**src/rtl/instruction_fetch_unit_if.sv**
```systemverilog
// instruction_fetch_unit_if: fetch-stage bus between the PC/IF-ID logic, hazard unit, EX and program memory
interface instruction_fetch_unit_if #(
  parameter int DATA_WIDTH = 32
);
  logic                  Stall_i;
  logic                  Redirect_i;
  logic [DATA_WIDTH-1:0] Redirect_Target_i;
  logic [DATA_WIDTH-1:0] Instruction_i;
  logic [DATA_WIDTH-1:0] PC_o;
  logic [DATA_WIDTH-1:0] Instruction_ID_o;
  logic [DATA_WIDTH-1:0] PC_ID_o;
  logic [DATA_WIDTH-1:0] PC_Plus_4_ID_o;
  logic                  Valid_ID_o;
  logic                  Fetch_Fault_o;
  logic [DATA_WIDTH-1:0] Fault_PC_o;
  modport master (
    input  Stall_i, Redirect_i, Redirect_Target_i, Instruction_i,
    output PC_o, Instruction_ID_o, PC_ID_o, PC_Plus_4_ID_o, Valid_ID_o, Fetch_Fault_o, Fault_PC_o
  );
  modport slave (
    output Stall_i, Redirect_i, Redirect_Target_i, Instruction_i,
    input  PC_o, Instruction_ID_o, PC_ID_o, PC_Plus_4_ID_o, Valid_ID_o, Fetch_Fault_o, Fault_PC_o
  );
endinterface

```
**src/rtl/instruction_fetch_unit.sv**
```systemverilog
// instruction_fetch_unit: PC owner and IF/ID register with stall, redirect flush and sticky fetch fault
module instruction_fetch_unit #(
  parameter int                    DATA_WIDTH   = 32,
  parameter int                    MEMORY_DEPTH = 32,
  parameter logic [DATA_WIDTH-1:0] RESET_VECTOR = 32'h0040_0000,
  parameter logic [DATA_WIDTH-1:0] NOP_INSTR    = 32'h0000_0013
) (
  input logic                      clk,
  input logic                      reset,
  instruction_fetch_unit_if.master bus
);
  localparam logic [1:0] BOOT  = 2'd0;
  localparam logic [1:0] RUN   = 2'd1;
  localparam logic [1:0] FAULT = 2'd2;
  localparam logic [DATA_WIDTH-1:0] SPAN = DATA_WIDTH'(MEMORY_DEPTH * 4);
  logic [1:0]            state;
  logic [DATA_WIDTH-1:0] pc, pc4, instr_id, pc_id, pc4_id, fault_pc;
  logic                  valid_id, fault, tgt_bad, seq_bad;
  assign pc4 = pc + DATA_WIDTH'(4);
  // Offsets below the base wrap to huge values, so one unsigned compare covers both ends of the window
  assign tgt_bad = (bus.Redirect_Target_i[1:0] != 2'b00) || (bus.Redirect_Target_i - RESET_VECTOR >= SPAN);
  assign seq_bad = pc4 - RESET_VECTOR >= SPAN;
  always_ff @(posedge clk) begin
    if (reset) begin
      state    <= BOOT;
      pc       <= RESET_VECTOR;
      instr_id <= NOP_INSTR;
      pc_id    <= '0;
      pc4_id   <= '0;
      valid_id <= 1'b0;
      fault    <= 1'b0;
      fault_pc <= '0;
    end else begin
      case (state)
        BOOT: state <= RUN;
        RUN: begin
          if (bus.Redirect_i) begin
            instr_id <= NOP_INSTR;
            pc_id    <= '0;
            pc4_id   <= '0;
            valid_id <= 1'b0;
            if (tgt_bad) begin
              state    <= FAULT;
              fault    <= 1'b1;
              fault_pc <= bus.Redirect_Target_i;
            end else begin
              pc <= bus.Redirect_Target_i;
            end
          end else if (!bus.Stall_i) begin
            instr_id <= bus.Instruction_i;
            pc_id    <= pc;
            pc4_id   <= pc4;
            valid_id <= 1'b1;
            if (seq_bad) begin
              state    <= FAULT;
              fault    <= 1'b1;
              fault_pc <= pc4;
            end else begin
              pc <= pc4;
            end
          end
        end
        default: begin
          instr_id <= NOP_INSTR;
          pc_id    <= '0;
          pc4_id   <= '0;
          valid_id <= 1'b0;
        end
      endcase
    end
  end
  assign bus.PC_o             = pc;
  assign bus.Instruction_ID_o = instr_id;
  assign bus.PC_ID_o          = pc_id;
  assign bus.PC_Plus_4_ID_o   = pc4_id;
  assign bus.Valid_ID_o       = valid_id;
  assign bus.Fetch_Fault_o    = fault;
  assign bus.Fault_PC_o       = fault_pc;
endmodule

```
**src/flat_wrapper.sv**
```systemverilog
// flat-port wrapper written by rule: the top's interface ports become plain ports
module instruction_fetch_unit_flat 
#(
  parameter int                    DATA_WIDTH   = 32,
  parameter int                    MEMORY_DEPTH = 32,
  parameter logic [DATA_WIDTH-1:0] RESET_VECTOR = 32'h0040_0000,
  parameter logic [DATA_WIDTH-1:0] NOP_INSTR    = 32'h0000_0013
)
  (clk, reset, bus_Stall_i, bus_Redirect_i, bus_Redirect_Target_i, bus_Instruction_i, bus_PC_o, bus_Instruction_ID_o, bus_PC_ID_o, bus_PC_Plus_4_ID_o, bus_Valid_ID_o, bus_Fetch_Fault_o, bus_Fault_PC_o);
  instruction_fetch_unit_if #(.DATA_WIDTH(DATA_WIDTH)) bus_i ();
  input logic clk;
  input logic reset;
  input wire logic [$bits(bus_i.Stall_i)-1:0] bus_Stall_i;
  input wire logic [$bits(bus_i.Redirect_i)-1:0] bus_Redirect_i;
  input wire logic [$bits(bus_i.Redirect_Target_i)-1:0] bus_Redirect_Target_i;
  input wire logic [$bits(bus_i.Instruction_i)-1:0] bus_Instruction_i;
  output wire logic [$bits(bus_i.PC_o)-1:0] bus_PC_o;
  output wire logic [$bits(bus_i.Instruction_ID_o)-1:0] bus_Instruction_ID_o;
  output wire logic [$bits(bus_i.PC_ID_o)-1:0] bus_PC_ID_o;
  output wire logic [$bits(bus_i.PC_Plus_4_ID_o)-1:0] bus_PC_Plus_4_ID_o;
  output wire logic [$bits(bus_i.Valid_ID_o)-1:0] bus_Valid_ID_o;
  output wire logic [$bits(bus_i.Fetch_Fault_o)-1:0] bus_Fetch_Fault_o;
  output wire logic [$bits(bus_i.Fault_PC_o)-1:0] bus_Fault_PC_o;
  assign bus_i.Stall_i = bus_Stall_i;
  assign bus_i.Redirect_i = bus_Redirect_i;
  assign bus_i.Redirect_Target_i = bus_Redirect_Target_i;
  assign bus_i.Instruction_i = bus_Instruction_i;
  assign bus_PC_o = bus_i.PC_o;
  assign bus_Instruction_ID_o = bus_i.Instruction_ID_o;
  assign bus_PC_ID_o = bus_i.PC_ID_o;
  assign bus_PC_Plus_4_ID_o = bus_i.PC_Plus_4_ID_o;
  assign bus_Valid_ID_o = bus_i.Valid_ID_o;
  assign bus_Fetch_Fault_o = bus_i.Fetch_Fault_o;
  assign bus_Fault_PC_o = bus_i.Fault_PC_o;
  instruction_fetch_unit #(.DATA_WIDTH(DATA_WIDTH), .MEMORY_DEPTH(MEMORY_DEPTH), .RESET_VECTOR(RESET_VECTOR), .NOP_INSTR(NOP_INSTR)) u_core (.clk(clk), .reset(reset), .bus(bus_i));
endmodule
```
**config.mk**
```make
export PLATFORM = sky130hd
export DESIGN_NAME = instruction_fetch_unit_flat
export DESIGN_NICKNAME = d
export VERILOG_FILES = /design/src/rtl/instruction_fetch_unit_if.sv /design/src/rtl/instruction_fetch_unit.sv /design/src/flat_wrapper.sv
export SDC_FILE = /design/constraint.sdc
export NUM_CORES = 1
export LEC_CHECK = 0
export CORE_ASPECT_RATIO = 1.2
export CORE_MARGIN = 2
export CORE_UTILIZATION = 30
export CTS_CLUSTER_DIAMETER = 80
export DETAILED_ROUTE_END_ITERATION = 12
export PLACE_DENSITY_LB_ADDON = 0.05
export SLEW_MARGIN = 20
export SYNTH_ARGS = -nofsm -noshare
export SYNTH_HDL_FRONTEND = slang
export SYNTH_SLANG_ARGS = --single-unit
```
**constraint.sdc**
```tcl
create_clock -name clk -period 4 [get_ports clk]
set_input_delay 1 -clock clk [delete_from_list [all_inputs] [get_ports clk]]
set_output_delay 1 -clock clk [all_outputs]
set_load 0.01 [all_outputs]
```
==> metrics.md <==
| Metric | Value |
|---|---|
| Outcome | completed |
| Tightest Pin Transition | 959 ps |
| DR vias/cell | 5.24 |
| Worst R2R Path Depth | 9 |
| Insertion delay to the later sink of the worst-skew pair | 420 ps |
| Max rail drop VDD | 0.000296 V |
| Design Power | 0.00370 W |
| Fin. Hold Viols | 0 |
| CTS root buf | clkbuf_16 |
| CP arrival | 3750 ps |
| CP required | 4280 ps |
| Initial Util | 30.4% |
| Max-Cap Viols | 0 |
| Grt total ovfl | 0 |
| Post-CTS Hold Buffers | 0 |
| Largest family of logic cells by synthesized area | compound AO/OA/AOI/OAI gates |
| Worst Setup Path Type | reg2reg |
| Initial antenna violation count | 0 |
| Post-route clock period utilization | 86.8% |
| Gr usage total | 19.9% |
| Period minus WS final | 3470 ps |
| Hold Crit Class | reg2reg |
| DP Wirelength | 17600 um |
| Distinct cells, synth | 56 |
| Compound-gate portion of the synthesized area | 21.0% |
| Vert. Die Dim | 169 um |
| Synth Net Count | 815 |
| Vias | 6496 |
| CP peak stage delay | 640 ps |
| Number of stages on the worst setup path | 9 |
| PD cells | 371 nW/um^2 |
| Setup TNS | 0 ps |
| First DRT Iteration DRCs | 506 |
| Hold Crit Depth | 2 |
| Yosys Warn Count | 0 |
| Remaining DRCs | 0 |
| Core Rows | 60 |
| Worst Path Max Fanout | 13 |
| Dominant cell by count in the synthesized netlist | dfxtp_1 |
| Mapped Area | 6780 um^2 |
| CORE AREA | 22300 um^2 |
| Setup crit end kind | flip-flop |
| Vias in the first global route | 6384 |
| Final Slew Violations | 0 |
| Synth top area share | 47.8% |
| # placed instances | 1208 |
| N_diodes | 0 |
| Routed WL per cell | 19.5 um |
| Final ANT Viol Nets | 0 |
| Adder-cell share of the synthesized area | 0.184% |
| Non-filler instance count after layout | 1239 |
| Mux cell area share after synthesis | 3.10% |
| Io pins | 230 |
| Startpoint Class | flip-flop |
| Crit-path slowest cell | o41a_1 |
| Largest area contributor in the netlist | dfxtp_1 |
| Slew Limit Headroom | 36.0% |
| Clock slew at reported path FFs | 60 ps |
| Bufs on Longest Clock Path | 2 |
| GP Congestion | 0.851 |
| Syn avg cell area | 9.09 um^2 |
| CTS Buf Count | 17 |
| PortBufs | 229 |
| CP Cell Sequence | nand3_2, nor4_4, a31o_1, o211ai_1, nand4bb_1, o41a_1, buf_4, a21oi_1, a311oi_1 |
| Sequential area share after synthesis | 47.8% |
| Register bit total from synthesis | 162 |
| Postcts setup bufs | 0 |
| Die ar. | 23800 um^2 |
| WHS | 470 ps |
| Final-stage net count | 1017 |
| Post-synth EDFFs | 0 |
| CTS tree | yes |
| LEAKAGE | 3.57 nW |
| Die Wd | 141 um |
| Setup Viol. Count Final | 0 |
| FMAX | 288 MHz |
| Simple-gate portion of the synthesized area | 18.3% |
| Worst path bufs/invs | 1 |
| Sinks on Clock Net | 162 |
| WL final | 24100 um |
| Synth Instances | 746 |
| Delay-heaviest family, CP | compound AO/OA/AOI/OAI gates |
| Synth Area in XOR/XNOR | 4.37% |
| RSZ-0062 raised after global routing | false |
| Worst Skew | 9.72 ps |
| H-tree levels | 4 |
| First-pass GRT wire length | 37100 um |
| Resize count post-CTS | 0 |
| Area Overhead vs Synth | 46.9% |
| Commonest cells in the netlist | dfxtp_1, nor2_1, a22oi_1 |
| Synth area leaders | dfxtp_1, a22oi_1, nor2_1 |
| DR pass1 iterations | 5 |
| Synth async-reset ratio | 0% |
| Ys flop type | dfxtp_1 |
| Fraction of final layout cells sized beyond drive strength 1 | 8.23% |
| Largest net degree at the start of global routing | 76 |
==> worst reg2reg max path, stage by stage (launching register included) <==
cell and delay [ps]:
dfxtp_1 580, nand3_2 230, nor4_4 630, a31o_1 300, o211ai_1 110, nand4bb_1 310
o41a_1 650, buf_4 260, a21oi_1 180, a311oi_1 80
==> worst paths after layout <==
kind / start / end / slack [ps]
worst max-delay path: u_core.bus.PC_o[9] / u_core.bus.Fault_PC_o[3] / 530
worst min-delay path: u_core.bus.Fetch_Fault_o / u_core.bus.Fetch_Fault_o / 470
worst max register to register: u_core.bus.PC_o[9] / u_core.bus.Fault_PC_o[3] / 530
worst min register to register: u_core.bus.Fetch_Fault_o / u_core.bus.Fetch_Fault_o / 470
==> flip-flops by register name (all words and copies together) (netlist names) <==
name                         cells
u_core.state                     2
u_core.bus.Instruction_ID_o     32
u_core.bus.PC_o                 32
u_core.bus.Fault_PC_o           32
u_core.bus.PC_ID_o              30
u_core.bus.Valid_ID_o            1
u_core.bus.PC_Plus_4_ID_o       32
u_core.bus.Fetch_Fault_o         1
==> where the power goes <==
part | switching (W) | internal (W) | leakage (nW)
logic | 0.000214 | 0.000166 | 1.97
clock network | 0.000676 | 0.000981 | 0.287
registers | 0.0000189 | 0.00164 | 1.31
total | 0.000909 | 0.00279 | 3.57
==> metal layers <==
metal	share of wire, %	global-route usage (%)
met3	6.0	4.78
met1	44	26.1
met5	0	0
met2	47	32.2
met4	2.4	6.87
==> logic make-up (layout without fill, tap and decap cells) <==
family,after synthesis,in the layout
compound gates,195,195
xor+xnor,33,33
fa+ha+maj,1,1
buf+inv,83,297
flops,162,162
mux,21,21
simple gates,251,251
==> cell type report <==
type / count / area [um^2]
fillers: 2107 / 12300
flip-flops and latches: 162 / 3240
multi-input cells: 501 / 3210
repair buffers: 258 / 2540
clock buffers: 18 / 429
well taps: 279 / 349
clock inverters: 13 / 160
inverters: 8 / 30.0
==> metrics by stage <==
stage | setup slack (ps) | instance area (um^2) | utilization, %
2_1_floorplan | 1110 | 6780 | -
3_3_place_gp | 471 | 9380 | 42.1
3_5_place_dp | 436 | 9380 | 42.1
4_1_cts | 482 | 9970 | 44.7
5_1_grt | 174 | 9970 | 44.7
6_report | 528 | 9970 | 44.7
==> cell usage in the layout, fill, tap and decap left out, types with 5 or more instances in the layout <==
cell             synthesis  routed
dfxtp_1                162     162
and2_1                  30      30
a31o_1                   6       6
buf_4                    2      27
o31ai_1                 12      12
mux2i_1                 21      21
nand3_1                 17      17
o21ai_0                  9       9
a22oi_1                 85      85
o211ai_1                15      15
xnor2_1                 20      20
clkbuf_16                0      17
xor2_1                  12      12
nand4_1                 12      12
clkdlybuf4s50_1          0     228
nor3_1                  10       9
nor4_1                  16      16
and3_1                  11      11
inv_1                    7       7
a31o_2                   5       5
a21oi_1                 28      26
nand2_1                 27      27
nor2_1                 109     109
Note: power is estimated with default switching activity, not from simulation.
